<file path="src/rtl/button_conditioner.sv">
// ---------------------------------------------------------------------------
// button_conditioner
//
// Turns one raw, bouncy, asynchronous push-button pin into a clean debounced
// level plus single-cycle press/release pulses for the reaction-time
// benchmark core.
//
// The raw pin first passes through a SYNC_STAGES-deep synchroniser. A
// four-state FSM then accepts a new level only after the synchronised input
// has held that level for DEBOUNCE_CYCLES consecutive cycles. Every output is
// a register.
//
// Parameters
//   SYNC_STAGES     : synchroniser depth on btn_raw (>= 2)
//   DEBOUNCE_CYCLES : consecutive stable cycles needed to accept a level (>= 2)
//   CNT_W           : debounce counter width, must hold DEBOUNCE_CYCLES-1
//
// Ports
//   clk         in  system clock
//   rst         in  asynchronous reset, active low (0 = reset)
//   btn_raw     in  raw button pin, asynchronous, active high
//   en          in  1 = press/release pulses allowed, 0 = pulses suppressed
//   btn_level   out debounced button level
//   btn_press   out one-cycle pulse when the level is accepted as 1
//   btn_release out one-cycle pulse when the level is accepted as 0
// ---------------------------------------------------------------------------
module button_conditioner #(
    parameter int SYNC_STAGES     = 2,
    parameter int DEBOUNCE_CYCLES = 50000,
    parameter int CNT_W           = 16
) (
    input  logic clk,
    input  logic rst,
    input  logic btn_raw,
    input  logic en,
    output logic btn_level,
    output logic btn_press,
    output logic btn_release
);

    localparam logic [1:0] IDLE_LOW  = 2'd0;
    localparam logic [1:0] WAIT_HIGH = 2'd1;
    localparam logic [1:0] IDLE_HIGH = 2'd2;
    localparam logic [1:0] WAIT_LOW  = 2'd3;

    localparam logic [CNT_W-1:0] CNT_LAST = CNT_W'(DEBOUNCE_CYCLES - 1);

    logic [SYNC_STAGES-1:0] sync_q, sync_d;
    logic [1:0]             state_q, state_d;
    logic [CNT_W-1:0]       cnt_q, cnt_d;
    logic                   level_q, level_d;
    logic                   press_q, press_d;
    logic                   release_q, release_d;
    logic                   sync;

    // The last synchroniser stage is the only view of the pin the FSM gets.
    assign sync_d = {sync_q[SYNC_STAGES-2:0], btn_raw};
    assign sync   = sync_q[SYNC_STAGES-1];

    // Debounce FSM. The pulses default to 0 so each lasts exactly one cycle.
    // A WAIT state reverts to its IDLE state on any disagreeing sample, so a
    // bounce always restarts the count. The count is cleared on every state
    // entry and stops at CNT_LAST, so it never wraps.
    always_comb begin
        state_d   = state_q;
        cnt_d     = cnt_q;
        level_d   = level_q;
        press_d   = 1'b0;
        release_d = 1'b0;
        case (state_q)
            IDLE_LOW: begin
                if (sync) begin
                    state_d = WAIT_HIGH;
                    cnt_d   = '0;
                end
            end
            WAIT_HIGH: begin
                if (!sync) begin
                    state_d = IDLE_LOW;
                    cnt_d   = '0;
                end else if (cnt_q == CNT_LAST) begin
                    state_d = IDLE_HIGH;
                    cnt_d   = '0;
                    level_d = 1'b1;
                    press_d = en;
                end else begin
                    cnt_d = cnt_q + 1'b1;
                end
            end
            IDLE_HIGH: begin
                if (!sync) begin
                    state_d = WAIT_LOW;
                    cnt_d   = '0;
                end
            end
            WAIT_LOW: begin
                if (sync) begin
                    state_d = IDLE_HIGH;
                    cnt_d   = '0;
                end else if (cnt_q == CNT_LAST) begin
                    state_d   = IDLE_LOW;
                    cnt_d     = '0;
                    level_d   = 1'b0;
                    release_d = en;
                end else begin
                    cnt_d = cnt_q + 1'b1;
                end
            end
            default: begin
                state_d = IDLE_LOW;
                cnt_d   = '0;
                level_d = 1'b0;
            end
        endcase
    end

    // State registers. Reset discards any pending debounce, and no pulse is
    // emitted for it.
    always_ff @(posedge clk or negedge rst) begin
        if (!rst) begin
            sync_q    <= '0;
            state_q   <= IDLE_LOW;
            cnt_q     <= '0;
            level_q   <= 1'b0;
            press_q   <= 1'b0;
            release_q <= 1'b0;
        end else begin
            sync_q    <= sync_d;
            state_q   <= state_d;
            cnt_q     <= cnt_d;
            level_q   <= level_d;
            press_q   <= press_d;
            release_q <= release_d;
        end
    end

    assign btn_level   = level_q;
    assign btn_press   = press_q;
    assign btn_release = release_q;

endmodule

</file>
<file path="config.mk">
export PLATFORM = sky130hd
export DESIGN_NAME = button_conditioner
export DESIGN_NICKNAME = d
export VERILOG_FILES = /design/src/rtl/button_conditioner.sv
export SDC_FILE = /design/constraint.sdc
export NUM_CORES = 1
export LEC_CHECK = 0
export BUFFER_PORTS_ARGS = -buffer_cell sky130_fd_sc_hd__buf_2
export CORE_MARGIN = 2
export CORE_UTILIZATION = 47
export DETAILED_ROUTE_END_ITERATION = 8
export PLACE_DENSITY_LB_ADDON = 0.08
export REMOVE_ABC_BUFFERS = 1
export SETUP_SLACK_MARGIN = 0.02
export SLEW_MARGIN = 20
export SYNTH_ARGS = -nofsm -noshare
export SYNTH_HDL_FRONTEND = slang
export SYNTH_SLANG_ARGS = --single-unit
export TNS_END_PERCENT = 5
</file>
<file path="constraint.sdc">
create_clock -name clk -period 2.37 [get_ports clk]
set_input_delay 0 -clock clk [delete_from_list [all_inputs] [get_ports clk]]
set_output_delay 0 -clock clk [all_outputs]
set_load 0.1 [all_outputs]
</file>
==> impl_results.md, run 1 <==
* Final setup vio count at 0
* Final worst path period need at between 2000 and 2500 ps
* Worst min-delay path class: primary input to flop
* Crit share post-route at 0.921
* Std cell rows at 18
* CTS Sinks at 23
* Routability cong. at roughly 0.84
* Pin count of the biggest net entering global routing at 24
* PD cells at around 760 nW/um^2
* Vias post-DR at 1086
* Number of global-route vias before repair at between 1000 and 1500
* CTS tree: built
* Detailed placer's ending HPWL at 1.89 mm
* Initial DRC Count at 35
* Core Box Area at roughly 2500 sq um
* Cell variety after synth at 40
* Routed WL per cell at approximately 16 um
* ANT nets after route at 0
* Remaining global-route overflow at 0
* Final Skew at ~7.4 ps
* # port buffers at 6
* Reg clk slew, reported paths at between 100 and 150 ps
* Antenna violations before repair at 0
* Syn avg cell area at between 9 and 10 sq um
* GRT Util Overall at 0.189
* First-pass GRT wire length at about 4.7 mm
* Crit path arrival time at 2380 ps
* Kind of critical path: flop to flop
* Die Height at roughly 56 um
* Power, Total at ~1.0 mW
* Mapped Area at approximately 1200 sq um
* Latest clock arrival within the worst-skew pair at approximately 310 ps
* Final Hold Vio Count at 0
* Share of cells above drive strength 1 at 0.136
* Seq cells post-synth at 23
* Ant. Diodes at 0
* Final wirelength at between 2 and 3 mm
* Most used DFF post-synth: dfrtp_1
* Max Cap Viol at 0
* Slew HR at 0.648
* Actual transition at the worst max-transition pin at roughly 530 ps
* Async S/R FF share, synth at 1.00
* Peak supply drop at ~0.77 mV
* Commonest non-fill, non-tap cell in the layout: dfrtp_1
* Number of I/O pins at 7
* Hold WS at about 17 ps
* Post-synth EDFFs at 0
* Total iterations of the first detailed-routing run at 4
* Post-layout util at 0.544
* Worst-case clock buffer depth at 2
* Die width at 55.6 um
* Root Buffer: clkbuf_4
* Status: finished, final reports clean
* Full die area at between 3000 and 4000 sq um
* Most frequent cells in the layout: dfrtp_1, a31oi_1, nand2_1
* H-Tree Depth at 1
* Syn Inst Count at around 130
* Element type at the critical path start: flop
* DP Area at around 1300 sq um
* Reg2Reg Depth at 5
* NumNets Final at 146
* DRC at 0
* Critical Path RT at 2570 ps
* Area Growth Syn to Fin at 8.71%
* Unrepaired setup endpoints after global routing: false
* TritonCTS Buffers at 3
* Hold-critical path depth at 4
* Post-CTS setup buffers at 0
* Max Slew Vio Count at 0
* Initial Util at 0.500
* P_leak at ~0.55 nW
* CP Capture Type: flop
* Warnings from Yosys at 0
* TNS Setup at 0 ps
* Crit-path max FO at 22
* Post-synthesis sequential area ratio at 0.460
* Max frequency at ~460 MHz
* Fill count at between 200 and 250
* Via-to-Cell Ratio at between 6 and 7
* Fin area at roughly 1400 sq um
[layer usage]
layer,up-vias,global-route usage,part of all wire
met5,-,0,0
met4,0,0.0523,0.0095
met3,7,0.0349,0.039
met2,24,0.301,0.47
met1,526,0.263,0.48
li1,529,-,-
[power breakdown]
part	switching, mW	total [mW]	internal, mW
Clock	0.118	0.184	0.0658
Sequential	0.0477	0.477	0.430
Combinational	0.232	0.375	0.144
Total	0.398	1.04	0.639
[kinds of logic (layout without fill, tap and decap cells)]
kind of cell,after synthesis,after routing,share of synthesized area
adder cells (fa/ha/maj),1,1,0.0100
buffers and inverters,16,24,0.0581
flip-flops,23,23,0.460
AO/OA/AOI/OAI,35,35,0.194
AND/OR/NAND/NOR,53,53,0.245
multiplexers,3,3,0.0250
XOR/XNOR,1,1,0.00701
[worst max-delay path, cell delays in order, from the launching register on]
cell and delay (ps):
dfrtp_1 420, or4b_1 500, or4_1 590, buf_4 270
a32oi_1 190, o41ai_1 90
[synthesized netlist by cell type, types with 2 or more instances]
master / instances / area, sq um
a21oi_1: 3 / 15.0
o31a_1: 2 / 17.5
a41oi_1: 3 / 26.3
a31oi_1: 14 / 87.6
and2_1: 2 / 12.5
mux2i_1: 2 / 20.0
o211ai_1: 3 / 22.5
inv_1: 6 / 22.5
nor3_1: 2 / 10.0
nor4_1: 2 / 12.5
nor2_1: 5 / 18.8
o21ai_0: 3 / 15.0
nand2_1: 10 / 37.5
nand4b_1: 3 / 26.3
nand4_1: 6 / 37.5
or3_1: 3 / 18.8
nand3_1: 9 / 45.0
and4_1: 2 / 17.5
clkbuf_1: 7 / 26.3
dfrtp_1: 23 / 576
or4_1: 3 / 22.5
[stage by stage]
stage          cells  setup WS [ps]
2_1_floorplan    122           26.2
3_3_place_gp     164            265
3_5_place_dp     164            210
4_1_cts          170            190
5_1_grt          170           68.3
6_report         170            187
[final cells by class]
type                            instances  area [sq um]  share of cell area
Clock buffer                            4          26.3              0.0193
Timing Repair Buffer                   14          95.1              0.0700
Tap cell                               30          37.5              0.0276
Sequential cell                        23           576               0.424
Multi-Input combinational cell         93           602               0.443
Inverter                                6          22.5              0.0166
[repair_timing]
| action | in CTS | in global routing |
|---|---|---|
| endpoints found under the setup margin | 0 | 0 |
| gates resized for setup | 0 | 0 |
| endpoints found under the hold margin | 24 | 0 |
| hold buffers | 2 | 0 |
[flip-flops by register name, indices dropped and copies added, names as in the netlist, named ones only]
name	count
btn_level	1
btn_press	1
btn_release	1
cnt_q	16
state_q	1
sync_q	2
[worst paths after layout]
| kind | from | to | slack (ps) |
|---|---|---|---|
| worst max-delay path | cnt_q[11] | cnt_q[5] | 190 |
| worst max register to register | cnt_q[11] | cnt_q[5] | 190 |
| worst min register to register | sync_q[0] | sync_q[1] | 370 |
| min in group asynchronous | rst | btn_press | 170 |
| max in group asynchronous | rst | cnt_q[3] | 1850 |
| worst min-delay path | en | btn_press | 20 |
No activity file was read; power rests on OpenSTA's default activity.
==> inputs of run 2 (changes only) <==
--- a/config.mk
+++ b/config.mk
@@ -6,6 +6,7 @@
 export NUM_CORES = 1
 export LEC_CHECK = 0
 export BUFFER_PORTS_ARGS = -buffer_cell sky130_fd_sc_hd__buf_2
+export CORE_ASPECT_RATIO = 1.25
 export CORE_MARGIN = 2
 export CORE_UTILIZATION = 47
 export DETAILED_ROUTE_END_ITERATION = 8
==> run 2 against run 1 <==
Effect of this change: cell count grew 0.59%; wire length shrank 0.73%; flip-flop and latch count is the same; sequential power is essentially flat; critical endpoint unchanged; largest cell class unchanged; largest power group unchanged.
==> impl_results.md, run 2 (same netlist as run 1, synthesis figures left out) <==
* Root Buffer: clkbuf_4
* Max Cap Viol at 0
* Element type at the critical path start: flop
* Power, Total at between 1 and 1.5 mW
* Full die area at approximately 3100 sq um
* Slew HR at 0.504
* Initial DRC Count at 28
* First-pass GRT wire length at approximately 4.8 mm
* TNS Setup at 0 ps
* Via-to-Cell Ratio at approximately 6.3
* Share of power burned in combinational logic at 0.341
* Final Hold Vio Count at 0
* Fill count at around 230
* Max Slew Vio Count at 0
* Seq pwr share at 0.472
* Crit share post-route at 0.932
* Kind of critical path: flop to flop
* Reg2Reg Depth at 5
* Seq. cell area at between 500 and 600 sq um
* Max frequency at around 450 MHz
* Regs by FF count: cnt_q: 16 flops, sync_q: 2 flops
* Routed WL per cell at 15.8 um
* H-Tree Depth at 1
* CTS Sinks at 23
* Initial Util at 0.505
* Fin area at around 1400 sq um
* Std cell rows at 20
* Multi-input combinational cell area at around 600 sq um
* Pin count of the biggest net entering global routing at 24
* Number of I/O pins at 7
* Critical Path RT at about 2600 ps
* GRT Util Overall at 0.209
* Post-layout util at 0.545
* DRC at 0
* TritonCTS Buffers at 3
* Die width at ~50 um
* Vias post-DR at approximately 1100
* Detailed placer's ending HPWL at 1.93 mm
* Total iterations of the first detailed-routing run at 4
* P_leak at approximately 0.54 nW
* Area Growth Syn to Fin at 8.11%
* Cts repair resizes at 0
* Final worst path period need at about 2200 ps
* Worst min-delay path class: primary input to flop
* Antenna violations before repair at 0
* Final Skew at roughly 1.5 ps
* Commonest non-fill, non-tap cell in the layout: dfrtp_1
* Internal power at 615 uW
* CP Capture Type: flop
* Reg with most FFs: cnt_q
* Hold WS at between 30 and 40 ps
* Final setup vio count at 0
* # port buffers at 6
* Max reg flops at 16
* Latest clock arrival within the worst-skew pair at between 300 and 400 ps
* Most frequent cells in the layout: dfrtp_1, a31oi_1, nand2_1
* Post-CTS setup buffers at 0
* Core Box Area at ~2500 sq um
* Routability cong. at ~0.8
* ANT nets after route at 0
* Final wirelength at approximately 2.7 mm
* Remaining global-route overflow at 0
* Switching share of power at 0.390
* PD cells at 746 nW/um^2
* Unrepaired setup endpoints after global routing: false
* DP Area at 1300 sq um
* Number of global-route vias before repair at ~1100
* Clk pwr share at 0.187
* CTS tree: built
* Hold-critical path depth at 4
* Worst-case clock buffer depth at 2
* Status: finished, final reports clean
* Share of cells above drive strength 1 at 0.130
* Crit-path max FO at 22
* Actual transition at the worst max-transition pin at 741 ps
* Ant. Diodes at 0
* NumNets Final at about 140
* Peak supply drop at 0.677 mV
* Die Height at between 60 and 70 um
* Switching power at 393 uW
* Reg clk slew, reported paths at 130 ps
* Crit path arrival time at 2420 ps
## run 2: cell count changes in the layout (fill, tap and decap cells not counted), sizes merged
cell / previous run / this run
buf: 12 / 10
clkbuf: 4 / 3
clkinvlp: 0 / 1
## run 2: layout make-up
cell class,instances,share of cell area
clock buffers,3,0.0167
clock inverters,1,0.00556
inverters,6,0.0167
multi-input cells,93,0.445
flip-flops and latches,23,0.426
well taps,33,0.0306
repair buffers,12,0.0593
## run 2: routing by layer
layer  global-route usage  wire [um]  up-vias
met5                    0          0        -
met4               0.0913         29        0
met3               0.0291         84        4
met2                0.370       1390       25
met1                0.255       1210      521
li1                     -          -      519
## run 2: power by group through the flow
| stage | Clock (mW) | Sequential, mW | Combinational [mW] |
|---|---|---|---|
| final | 0.188 | 0.476 | 0.344 |
| after global routing | 0.211 | 0.487 | 0.395 |
| after CTS | 0.195 | 0.476 | 0.346 |
| after detailed placement | 0 | 0.484 | 0.341 |
| after global placement | 0 | 0.481 | 0.332 |
| after floorplan | 0 | 0.474 | 0.250 |
## run 2: final timing paths
kind	startpoint	to	slack, ps
min	en	btn_press	40
max	cnt_q[11]	cnt_q[5]	160
min in group asynchronous	rst	cnt_q[14]	170
max reg2reg	cnt_q[11]	cnt_q[5]	160
max in group asynchronous	rst	cnt_q[0]	1870
min reg2reg	sync_q[0]	sync_q[1]	370
## run 2: worst max-delay path, cell delays in order (launching register included)
cell and delay, ps:
dfrtp_1 430, or4b_1 530, or4_1 590, buf_4 260, a32oi_1 200, o41ai_1 90
## run 2: stage by stage
| stage | setup WS (ps) | cells |
|---|---|---|
| after floorplan | 26.2 | 122 |
| after global placement | 247 | 165 |
| after detailed placement | 216 | 165 |
| after CTS | 182 | 171 |
| after global routing | 46.7 | 171 |
| final | 161 | 171 |
## run 2: what timing repair did
| item | CTS | global route |
|---|---|---|
| endpoints found under the setup margin | 0 | 0 |
| hold endpoints to repair | 24 | 0 |
| hold buffers | 2 | 0 |
==> inputs of run 3 (changes only) <==
--- a/config.mk
+++ b/config.mk
@@ -6,11 +6,13 @@
 export NUM_CORES = 1
 export LEC_CHECK = 0
 export BUFFER_PORTS_ARGS = -buffer_cell sky130_fd_sc_hd__buf_2
+export CAP_MARGIN = 40
 export CORE_ASPECT_RATIO = 1.25
 export CORE_MARGIN = 2
 export CORE_UTILIZATION = 47
 export DETAILED_ROUTE_END_ITERATION = 8
-export PLACE_DENSITY_LB_ADDON = 0.08
+export HOLD_SLACK_MARGIN = 0.08
+export PLACE_DENSITY = 0.74
 export REMOVE_ABC_BUFFERS = 1
 export SETUP_SLACK_MARGIN = 0.02
 export SLEW_MARGIN = 20
==> run 3 against run 2 <==
Effect of this change: cell count grew 0.58%; sequential power hardly changed; global-route usage shrank 0.44 points; utilization is 0.30 points higher; first-iteration DRC count shrank 3.6%; largest power group unchanged.
==> impl_results.md, run 3 (same netlist as run 1, synthesis figures left out) <==
* Pin count of the biggest net entering global routing at 24
* Fin area at roughly 1400 sq um
* ANT nets after route at 0
* Final wirelength at about 2.6 mm
* Reg with most FFs: cnt_q
* Remaining global-route overflow at 0
* Std cell rows at 20
* Kind of critical path: flop to flop
* First-pass GRT wire length at between 4 and 5 mm
* Final Hold Vio Count at 0
* Element type at the critical path start: flop
* CP Capture Type: flop
* Via-to-Cell Ratio at 6.24
* Root Buffer: clkbuf_4
* Crit share post-route at 0.917
* Final setup vio count at 0
* Detailed placer's ending HPWL at around 1.9 mm
* Die width at around 50 um
* Reg clk slew, reported paths at about 120 ps
* Max frequency at 460 MHz
* Crit path arrival time at between 2000 and 2500 ps
* CTS tree: built
* Reg2Reg Depth at 5
* Share of cells above drive strength 1 at 0.129
* Area Growth Syn to Fin at 8.71%
* Full die area at roughly 3000 sq um
* Crit Reg-Reg Startpoint: cnt_q[11]
* Number of global-route vias before repair at about 1000
* Actual transition at the worst max-transition pin at just over 800 ps
* Vias post-DR at roughly 1100
* Final Non-Filler Cells at around 170
* GRT Util Overall at 0.204
* Max reg flops at 16
* P_leak at between 0.5 and 0.6 nW
* Slew HR at 0.453
* Crit-path max FO at 22
* Max Cap Viol at 0
* Placed cells at 165
* NumNets Final at 145
* Commonest non-fill, non-tap cell in the layout: dfrtp_1
* Max Slew Vio Count at 0
* Antenna violations before repair at 0
* Hold WS at about 170 ps
* Internal reg-to-reg setup slack at about 200 ps
* Status: finished, final reports clean
* Initial Util at 0.505
* CTS Sinks at 23
* DRC at 0
* TritonCTS Buffers at 3
* Routed WL per cell at 15.4 um
* Cts repair resizes at 0
* CTS Hold Buffers Added at 3
* RR Endpoint: cnt_q[5]
* Number of I/O pins at 7
* Final worst path period need at between 2000 and 2500 ps
* Routability cong. at a little under 0.9
* Unrepaired setup endpoints after global routing: false
* Peak supply drop at roughly 0.64 mV
* Worst-case clock buffer depth at 2
* TNS Setup at 0 ps
* Regs by FF count: cnt_q: 16 flops, sync_q: 2 flops
* # port buffers at 6
* Die Height at about 62 um
* Fill count at 228
* Critical Path RT at around 2600 ps
* H-Tree Depth at 1
* DP Area at 1300 sq um
* Ant. Diodes at 0
* Most frequent cells in the layout: dfrtp_1, a31oi_1, nand2_1
* PD cells at about 750 nW/um^2
* Initial DRC Count at 27
* Latest clock arrival within the worst-skew pair at between 300 and 400 ps
* Core Box Area at around 2500 sq um
* Post-CTS setup buffers at 0
* Worst min-delay path class: primary input to async pin
* Final Skew at 3.18 ps
* Total iterations of the first detailed-routing run at 4
-- run 3: final cells by class --
class | count | area, sq um | share of cell area
well taps | 33 | 41.3 | 0.0304
inverters | 6 | 22.5 | 0.0166
flip-flops and latches | 23 | 576 | 0.424
multi-input cells | 93 | 602 | 0.443
repair buffers | 13 | 90.1 | 0.0663
clock inverters | 1 | 5.00 | 0.00368
clock buffers | 3 | 22.5 | 0.0166
-- run 3: critical path, stage by stage (launching register included) --
cell     delay [ps]
dfrtp_1         420
or4b_1          520
or4_1           580
buf_4           260
a32oi_1         190
o41ai_1          90
-- run 3: how the worst max path moves through the flow --
| stage | from | slack [ps] | end |
|---|---|---|---|
| 2_1_floorplan | cnt_q[11] | 30 | flop |
| 3_3_place_gp | cnt_q[11] | 280 | cnt_q[5] |
| 3_5_place_dp | cnt_q[11] | 200 | cnt_q[5] |
| 4_1_cts | cnt_q[11] | 180 | cnt_q[5] |
| 5_1_grt | cnt_q[11] | 100 | cnt_q[5] |
| 6_report | cnt_q[11] | 200 | cnt_q[5] |
-- run 3: per-layer routing --
metal  GRT usage  part of all wire  vias to the layer above
li1            -                 -                      524
met1       0.260              0.44                      517
met2       0.353              0.50                       27
met3      0.0291             0.037                        5
met4      0.0833             0.017                        0
met5           0                 0                        -
-- run 3: per-stage QoR --
stage / setup WS, ps / total power [mW] / util
finish: 197 / 1.02 / 0.548
CTS: 184 / 1.02 / 0.548
global route: 101 / 1.10 / 0.548
detailed placement: 199 / 0.837 / 0.525
floorplan: 26.2 / 0.723 / -
global placement: 282 / 0.821 / 0.525
-- run 3: power breakdown --
part,switching [mW],internal (mW),leakage (nW)
clock network,0.118,0.0632,0.0177
logic,0.231,0.133,0.216
registers,0.0458,0.430,0.311
